### src/rtl/serial_paralelo.sv
// serial_paralelo -- receive-side serial-to-parallel converter.
//
// Takes the MSB-first bit stream from the link serializer (one bit per
// clk_32f cycle), hunts for the idle comma, locks byte alignment after
// BC_COUNT aligned commas and then presents each non-comma byte on
// out_paralelo for one byte period (8 bit clocks). Comma bytes are idle
// and are never forwarded.
//
// Parameters:
//   COMMA     idle / alignment character (default 8'hBC)
//   BC_COUNT  aligned commas needed to declare the link active (1..15)
// Ports:
//   clk_32f       bit-rate clock, all state on posedge
//   reset         asynchronous, active-high
//   in_serial     serial line, MSB of each byte first
//   out_paralelo  last received data byte (registered)
//   valid_out     out_paralelo holds a data byte of the current byte period
//   active        byte alignment locked
// Optional build macro:
//   SP_RESYNC_EN  in ACTIVE, a comma seen off the byte boundary right after
//                 an idle boundary drops the lock and restarts the hunt.
//                 Without it ACTIVE is sticky until reset.
module serial_paralelo #(
  parameter logic [7:0]  COMMA    = 8'hBC,
  parameter int unsigned BC_COUNT = 4
) (
  input  logic       clk_32f,
  input  logic       reset,
  input  logic       in_serial,
  output logic [7:0] out_paralelo,
  output logic       valid_out,
  output logic       active
);

  typedef enum logic [1:0] {
    HUNT   = 2'd0,
    SYNC   = 2'd1,
    ACTIVE = 2'd2
  } state_t;

  localparam logic [3:0] BC_MAX = 4'(BC_COUNT);

  state_t     state_q, state_d;
  logic [7:0] shreg_q, shreg_d;
  logic [2:0] bit_cnt_q, bit_cnt_d;
  logic [3:0] bc_cnt_q, bc_cnt_d;
  logic [7:0] out_q, out_d;
  logic       valid_q, valid_d;
  logic       active_q, active_d;
`ifdef SP_RESYNC_EN
  // Remembers whether the last boundary byte in ACTIVE was idle.
  logic       last_comma_q, last_comma_d;
`endif

  logic is_comma, boundary;

  // The registered shreg holds a complete byte when bit_cnt is 0.
  assign is_comma = (shreg_q == COMMA);
  assign boundary = (bit_cnt_q == 3'd0);

  always_comb begin
    state_d   = state_q;
    shreg_d   = {shreg_q[6:0], in_serial};
    bit_cnt_d = bit_cnt_q;
    bc_cnt_d  = bc_cnt_q;
    out_d     = out_q;
    valid_d   = valid_q;
    active_d  = active_q;
`ifdef SP_RESYNC_EN
    last_comma_d = last_comma_q;
`endif
    case (state_q)
      HUNT: begin
        // The comma just completed; the next byte starts with the bit
        // shifted at this edge, so the counter is already one bit in.
        if (is_comma) begin
          bit_cnt_d = 3'd1;
          bc_cnt_d  = 4'd1;
          if (BC_COUNT == 1) begin
            state_d  = ACTIVE;
            active_d = 1'b1;
`ifdef SP_RESYNC_EN
            last_comma_d = 1'b1;
`endif
          end else begin
            state_d = SYNC;
          end
        end
      end
      SYNC: begin
        bit_cnt_d = bit_cnt_q + 3'd1;
        if (boundary) begin
          if (is_comma) begin
            if (bc_cnt_q + 4'd1 >= BC_MAX) begin
              bc_cnt_d = BC_MAX;
              state_d  = ACTIVE;
              active_d = 1'b1;
`ifdef SP_RESYNC_EN
              last_comma_d = 1'b1;
`endif
            end else begin
              bc_cnt_d = bc_cnt_q + 4'd1;
            end
          end else begin
            state_d  = HUNT;
            bc_cnt_d = 4'd0;
          end
        end
      end
      ACTIVE: begin
        bit_cnt_d = bit_cnt_q + 3'd1;
        if (boundary) begin
          if (!is_comma) begin
            out_d   = shreg_q;
            valid_d = 1'b1;
          end else begin
            valid_d = 1'b0;
          end
`ifdef SP_RESYNC_EN
          last_comma_d = is_comma;
        end else if (last_comma_q && is_comma) begin
          // Comma off the boundary while idle: alignment slipped.
          state_d   = HUNT;
          active_d  = 1'b0;
          valid_d   = 1'b0;
          bit_cnt_d = 3'd0;
          bc_cnt_d  = 4'd0;
`endif
        end
      end
      default: begin
        state_d  = HUNT;
        active_d = 1'b0;
        valid_d  = 1'b0;
      end
    endcase
  end

  always_ff @(posedge clk_32f or posedge reset) begin
    if (reset) begin
      state_q   <= HUNT;
      shreg_q   <= 8'h00;
      bit_cnt_q <= 3'd0;
      bc_cnt_q  <= 4'd0;
      out_q     <= 8'h00;
      valid_q   <= 1'b0;
      active_q  <= 1'b0;
`ifdef SP_RESYNC_EN
      last_comma_q <= 1'b0;
`endif
    end else begin
      state_q   <= state_d;
      shreg_q   <= shreg_d;
      bit_cnt_q <= bit_cnt_d;
      bc_cnt_q  <= bc_cnt_d;
      out_q     <= out_d;
      valid_q   <= valid_d;
      active_q  <= active_d;
`ifdef SP_RESYNC_EN
      last_comma_q <= last_comma_d;
`endif
    end
  end

  assign out_paralelo = out_q;
  assign valid_out    = valid_q;
  assign active       = active_q;

endmodule
### config.mk
export PLATFORM = sky130hd
export DESIGN_NAME = serial_paralelo
export DESIGN_NICKNAME = d
export VERILOG_FILES = /design/src/rtl/serial_paralelo.sv
export SDC_FILE = /design/constraint.sdc
export NUM_CORES = 1
export LEC_CHECK = 0
export ABC_AREA = 1
export CAP_MARGIN = 5
export CORE_UTILIZATION = 59
export DETAILED_ROUTE_END_ITERATION = 12
export PLACE_DENSITY = 0.82
export SLEW_MARGIN = 25
export SYNTH_ARGS = -nofsm -noshare
export SYNTH_HDL_FRONTEND = slang
export SYNTH_SLANG_ARGS = --single-unit
### constraint.sdc
create_clock -name clk_32f -period 2.1 [get_ports clk_32f]
set_input_delay 0.42 -clock clk_32f [delete_from_list [all_inputs] [get_ports clk_32f]]
set_output_delay 0.42 -clock clk_32f [all_outputs]
set_load 0.005 [all_outputs]
[Word level (Yosys, flattened, before mapping)]
Cells that the tools add are included.
Word-level totals
  memory bits (read-only): 0
  output and inout bits: 10
  bits in latches: 0
  memories: 0
  RAM bits: 0
  logic and storage cells: 55
  input bits: 3
  register bits after elaboration: 27
Operators by class
  div/mod/pow operators: 0
  eq/ne operators: 9
  reduce and logical (&&, ||, !) cells: 13
  mux-type cells: 19
  multiply operators: 0
  add/sub/neg operators: 2
  $lt $le $gt $ge: 1
  bitwise gates (word level): 4
  shifts and indexed selects: 0
Operators with widths (count)
  $mux W4: 4
  $ne A2 B2 Y1 const B: 5
  $eq A8 B8 Y1 const B: 1
  $mux W2: 4
  $pmux W4 S2: 1
  $reduce_and A4 Y1: 2
  $pmux W2 S3: 1
  $pmux W3 S2: 1
  $reduce_and A3 Y1: 2
  $reduce_or A2 Y1: 3
  $mux W1: 5
  $add A4 B1 Y4 const B: 1
  $ge A4 B3 Y1 const B: 1
  $not A1 Y1: 4
  $pmux W1 S2: 2
  $reduce_and A2 Y1: 2
  $reduce_bool A2 Y1: 2
  $add A3 B1 Y3 const B: 1
  $logic_not A3 Y1: 1
  $mux W3: 1
  $ne A3 B3 Y1 const B: 1
  $eq A2 B1 Y1 const B: 1
  $eq A2 B2 Y1 const B: 1
  $logic_not A2 Y1: 1

[Depth between registers and ports, before layout]
  depth after elaboration: 6
  mapped depth: 10
  depth with buffers taken out: 10

[Worst setup path before layout]
OpenSTA, ideal clock, no wires.
  path type: register -> register
  start: reg state_q[0]
  end: reg bc_cnt_q[0]
  arrival: 1224 ps
  setup time: 117 ps
  setup slack: 759 ps
  buffers on the path: 0
  data required time: 1983 ps
  cell stages (with the launch flop): 8
  period minus slack after synthesis: 1341 ps
  path through: dfrtp_1 > inv_1 > ha_1 > or2_2 > nand2_1 > a21oi_1 > nor2_1 > nor2_1
Between the ends
  word-level cells in the longest chain between the ends: 3
  elaborated cells on any way between the ends: 7
  classes of those cells: eq/ne: 3; mux: 1; reduce/logical: 3
Ends and longest elaborated chain
  start, declared: line 43  | state_t state_q, state_d;
  start signal, assigned: line 152  | state_q <= state_d;
  $eq A2 B1 Y1 or $logic_not A2 Y1 (tied branches): line 72  | case (state_q)
  $ne A2 B2 Y1 (no line) or $reduce_bool A2 Y1 (tied branches)
  $reduce_and A3 Y1 (no line)
  end signal, assigned: line 155  | bc_cnt_q <= bc_cnt_d;
  end, declared: line 46  | logic [3:0] bc_cnt_q, bc_cnt_d;
Parallel ways exist; a longest one is shown, timed or not.
A chain may end at the register's enable or synchronous reset.

[Final worst setup path]
  start: reg valid_q, in the netlist valid_out
  end: out valid_out
RTL lines
  start, declared: line 48  | logic valid_q, valid_d;
  start signal, assigned: line 157  | valid_q <= valid_d;
  end, declared: line 31  | output logic valid_out,
No word-level cell between the ends.

==> impl_metrics.yaml <==
worst_setup_path:
  crit_chain: "clkdlybuf4s50_1"
  start_kind: "flip-flop"
  cp-end-kind: "output pin"
  crit_slowest_cell: "clkdlybuf4s50_1"
  arrival_ns: 1.20
  crit_type: "flip-flop to output pin"
  critPathMaxFanout: 2
  crit_required_ns: 1.68
  path_buf_inv: 1
  crit_family: "buffers and inverters"
  max_stage_delay_ns: 0.51
timing:
  relSlewSlack_pct: 72.7
  min_period_ns: 1.62
  worstMarginPinSlew_ns: 0.409
  report.final.hold_viol_count: 0
  maxSlewViolCount: 0
  min_period_over_period_pct: 77.1
  rsz0062_at_grt: "no"
  fin_skew_ns: 0.00314
  hold_slack_ns: 0.394
  tns_ns: 0
  max_clock_freq_mhz: 618
  setup_viol: 0
logic_synthesis:
  seq_area_frac_synth_pct: 53.7
  syn_inst: 144
  synth_edf_count: 0
  synth_cell_types: 20
  syn_nets: 154
  synth_top_cells_by_count: "39 x nand2_1, 27 x dfrtp_1, 18 x inv_1"
  ys_async_sr_fraction_pct: 100
  synthFlopType: "dfrtp_1"
  synth_top_cell_by_area: "dfrtp_1"
  yosysWarnings: 0
  synth_top_area_share_pct: 53.7
  synth-seq-cells: 27
  synth.most_common_cell: "nand2_1"
  avgSynthCellArea_um2: 8.74
  syn_area_mm2: 0.00126
  synth.area.top_cells: "dfrtp_1 54%, nand2_1 12%, ha_1 7.0%, inv_1 5.4%, nand3_1 4.4%"
cells_and_area:
  final_cell_area_mm2: 0.00144
  final_nets: 171
  drive_gt1_share_pct: 8.75
  n_antenna_cell: 0
  areaGrowthSynthToFinish_pct: 14.1
  nFillCells: 136
cts:
  post-cts-setup-buffers: 0
  cts-root-buf: "clkbuf_4"
  tritoncts: "done"
  cts_resized: 0
  htreeDepth: 1
  cts_sinks: 27
  clkLatencyLatePin_ns: 0.31
  cts_buffer_depth: 2
  numCtsBuffers: 3
  clkTransAtPathRegs_ns: 0.14
  ctsHoldBuffers: 0
global_route:
  antenna_found_initial: 0
  grt_max_degree: 28
  grt.total_usage_pct: 21.8
  grt_first_pass_wirelength_um: 3480
  grt_overflow: 0
  grt_pass1_vias: 865
floorplan:
  io-pin-count: 13
  row_count: 16
  core_mm2: 0.00198
  initial_core_util_pct: 63.5
  die-area_mm2: 0.00232
  die_x_um: 48.2
  die_h_um: 48.2
job:
  cap_violations: 0
drt:
  finalWirelength_um: 2070
  drc_errors: 0
  final_antenna_net_count: 0
  drt-initial-drc-count: 21
  wire_per_inst_um: 11.1
  via_per_inst: 5.14
  first_pass_iters: 4
  via_count: 961
placement:
  portBuffers: 12
  dp_hpwl_um: 1600
  dpl_cell_area_mm2: 0.00141
  gp_congestion: 0.820
outcome:
  status: "complete, no violations"
power:
  powerDensity_mw_per_mm2: 824
  ir_worst_vdd_mv: 0.582
  p_leak_nw: 0.743
min_path:
  hold_path_class: "flip-flop to flip-flop"
## metal layers
layer / global-route usage [%] / vias to the layer above / routed length, um
met5: 0 / - / 0
met4: 8.33 / 0 / 13
met3: 3.33 / 2 / 43
met2: 38.4 / 12 / 1040
met1: 26.8 / 463 / 979
li1: - / 484 / -
## layout make-up
| cell class | count | area, um2 | area share [%] |
|---|---|---|---|
| inverter | 20 | 80.1 | 5.57 |
| clock buffer | 3 | 22.5 | 1.57 |
| timing repair buffer | 13 | 128 | 8.88 |
| sequential | 27 | 676 | 47.0 |
| tap | 27 | 33.8 | 2.35 |
| multi-input combinational | 96 | 492 | 34.2 |
| clock inverter | 1 | 5.00 | 0.348 |
## final timing paths
kind / startpoint / endpoint / slack, ns / cells past startpoint
max: valid_out$_DFFE_PP0P_ / valid_out / 0.48 / 1
min: shreg_q[0]$_DFF_PP0_ / shreg_q[1]$_DFF_PP0_ / 0.39 / 0
max reg2reg: state_q[0]$_DFFE_PP0P_ / out_paralelo[6]$_DFFE_PP0P_ / 0.51 / 6
min reg2reg: shreg_q[0]$_DFF_PP0_ / shreg_q[1]$_DFF_PP0_ / 0.39 / 0
max in group asynchronous: reset / shreg_q[4]$_DFF_PP0_ / 1.42 / 3
min in group asynchronous: reset / valid_out$_DFFE_PP0P_ / 0.44 / 3
## cell families after synthesis
kind of cell	count (synthesis)	share of synthesized area (%)
XOR/XNOR	1	0.696
buffers and inverters	21	7.26
AO/OA/AOI/OAI	17	7.06
adder cells (fa/ha/maj)	7	6.96
flip-flops	27	53.7
AND/OR/NAND/NOR	71	24.4
## sequential cells by signal (all words and copies together), names as in the netlist
| register | cells |
|---|---|
| out_paralelo | 8 |
| valid_out | 1 |
| state_q | 2 |
| bit_cnt_q | 3 |
| shreg_q | 8 |
| bc_cnt_q | 4 |
| active | 1 |
## report_power, final
part | total, mW | internal, mW | switching (mW) | leakage, nW
logic | 0.348 | 0.127 | 0.220 | 0.376
clock network | 0.214 | 0.0712 | 0.143 | 0.0177
registers | 0.622 | 0.572 | 0.0505 | 0.349
total | 1.18 | 0.770 | 0.414 | 0.743
## metrics by stage
step                      total power, mW  util [%]  setup slack (ns)  std cells
after floorplan                     0.900         -             0.759        144
after global placement              0.961      71.1             0.581        183
after detailed placement            0.980      71.1             0.514        183
after CTS                            1.20      72.5             0.461        187
after global routing                 1.28      72.5             0.305        187
final                                1.18      72.5             0.481        187
## cells in the final DEF (no fill, tap or decap)
master / Yosys / final
buf_4: 0 / 1
nor2_1: 13 / 13
nand2_1: 39 / 39
a21oi_1: 6 / 6
inv_1: 18 / 18
o21ai_1: 2 / 2
nand2_4: 1 / 1
dfrtp_1: 27 / 27
xnor2_1: 1 / 1
o21ai_0: 8 / 8
clkinv_4: 1 / 1
clkdlybuf4s50_1: 0 / 12
nand4_1: 1 / 1
clkinv_2: 0 / 1
nand3b_1: 1 / 1
ha_1: 7 / 7
or2_2: 1 / 1
nand3_1: 11 / 11
nor2_2: 3 / 3
a21oi_2: 1 / 1
clkbuf_4: 0 / 3
nand2_2: 1 / 1
inv_2: 1 / 1
Note: power is estimated with default switching activity, not from simulation.
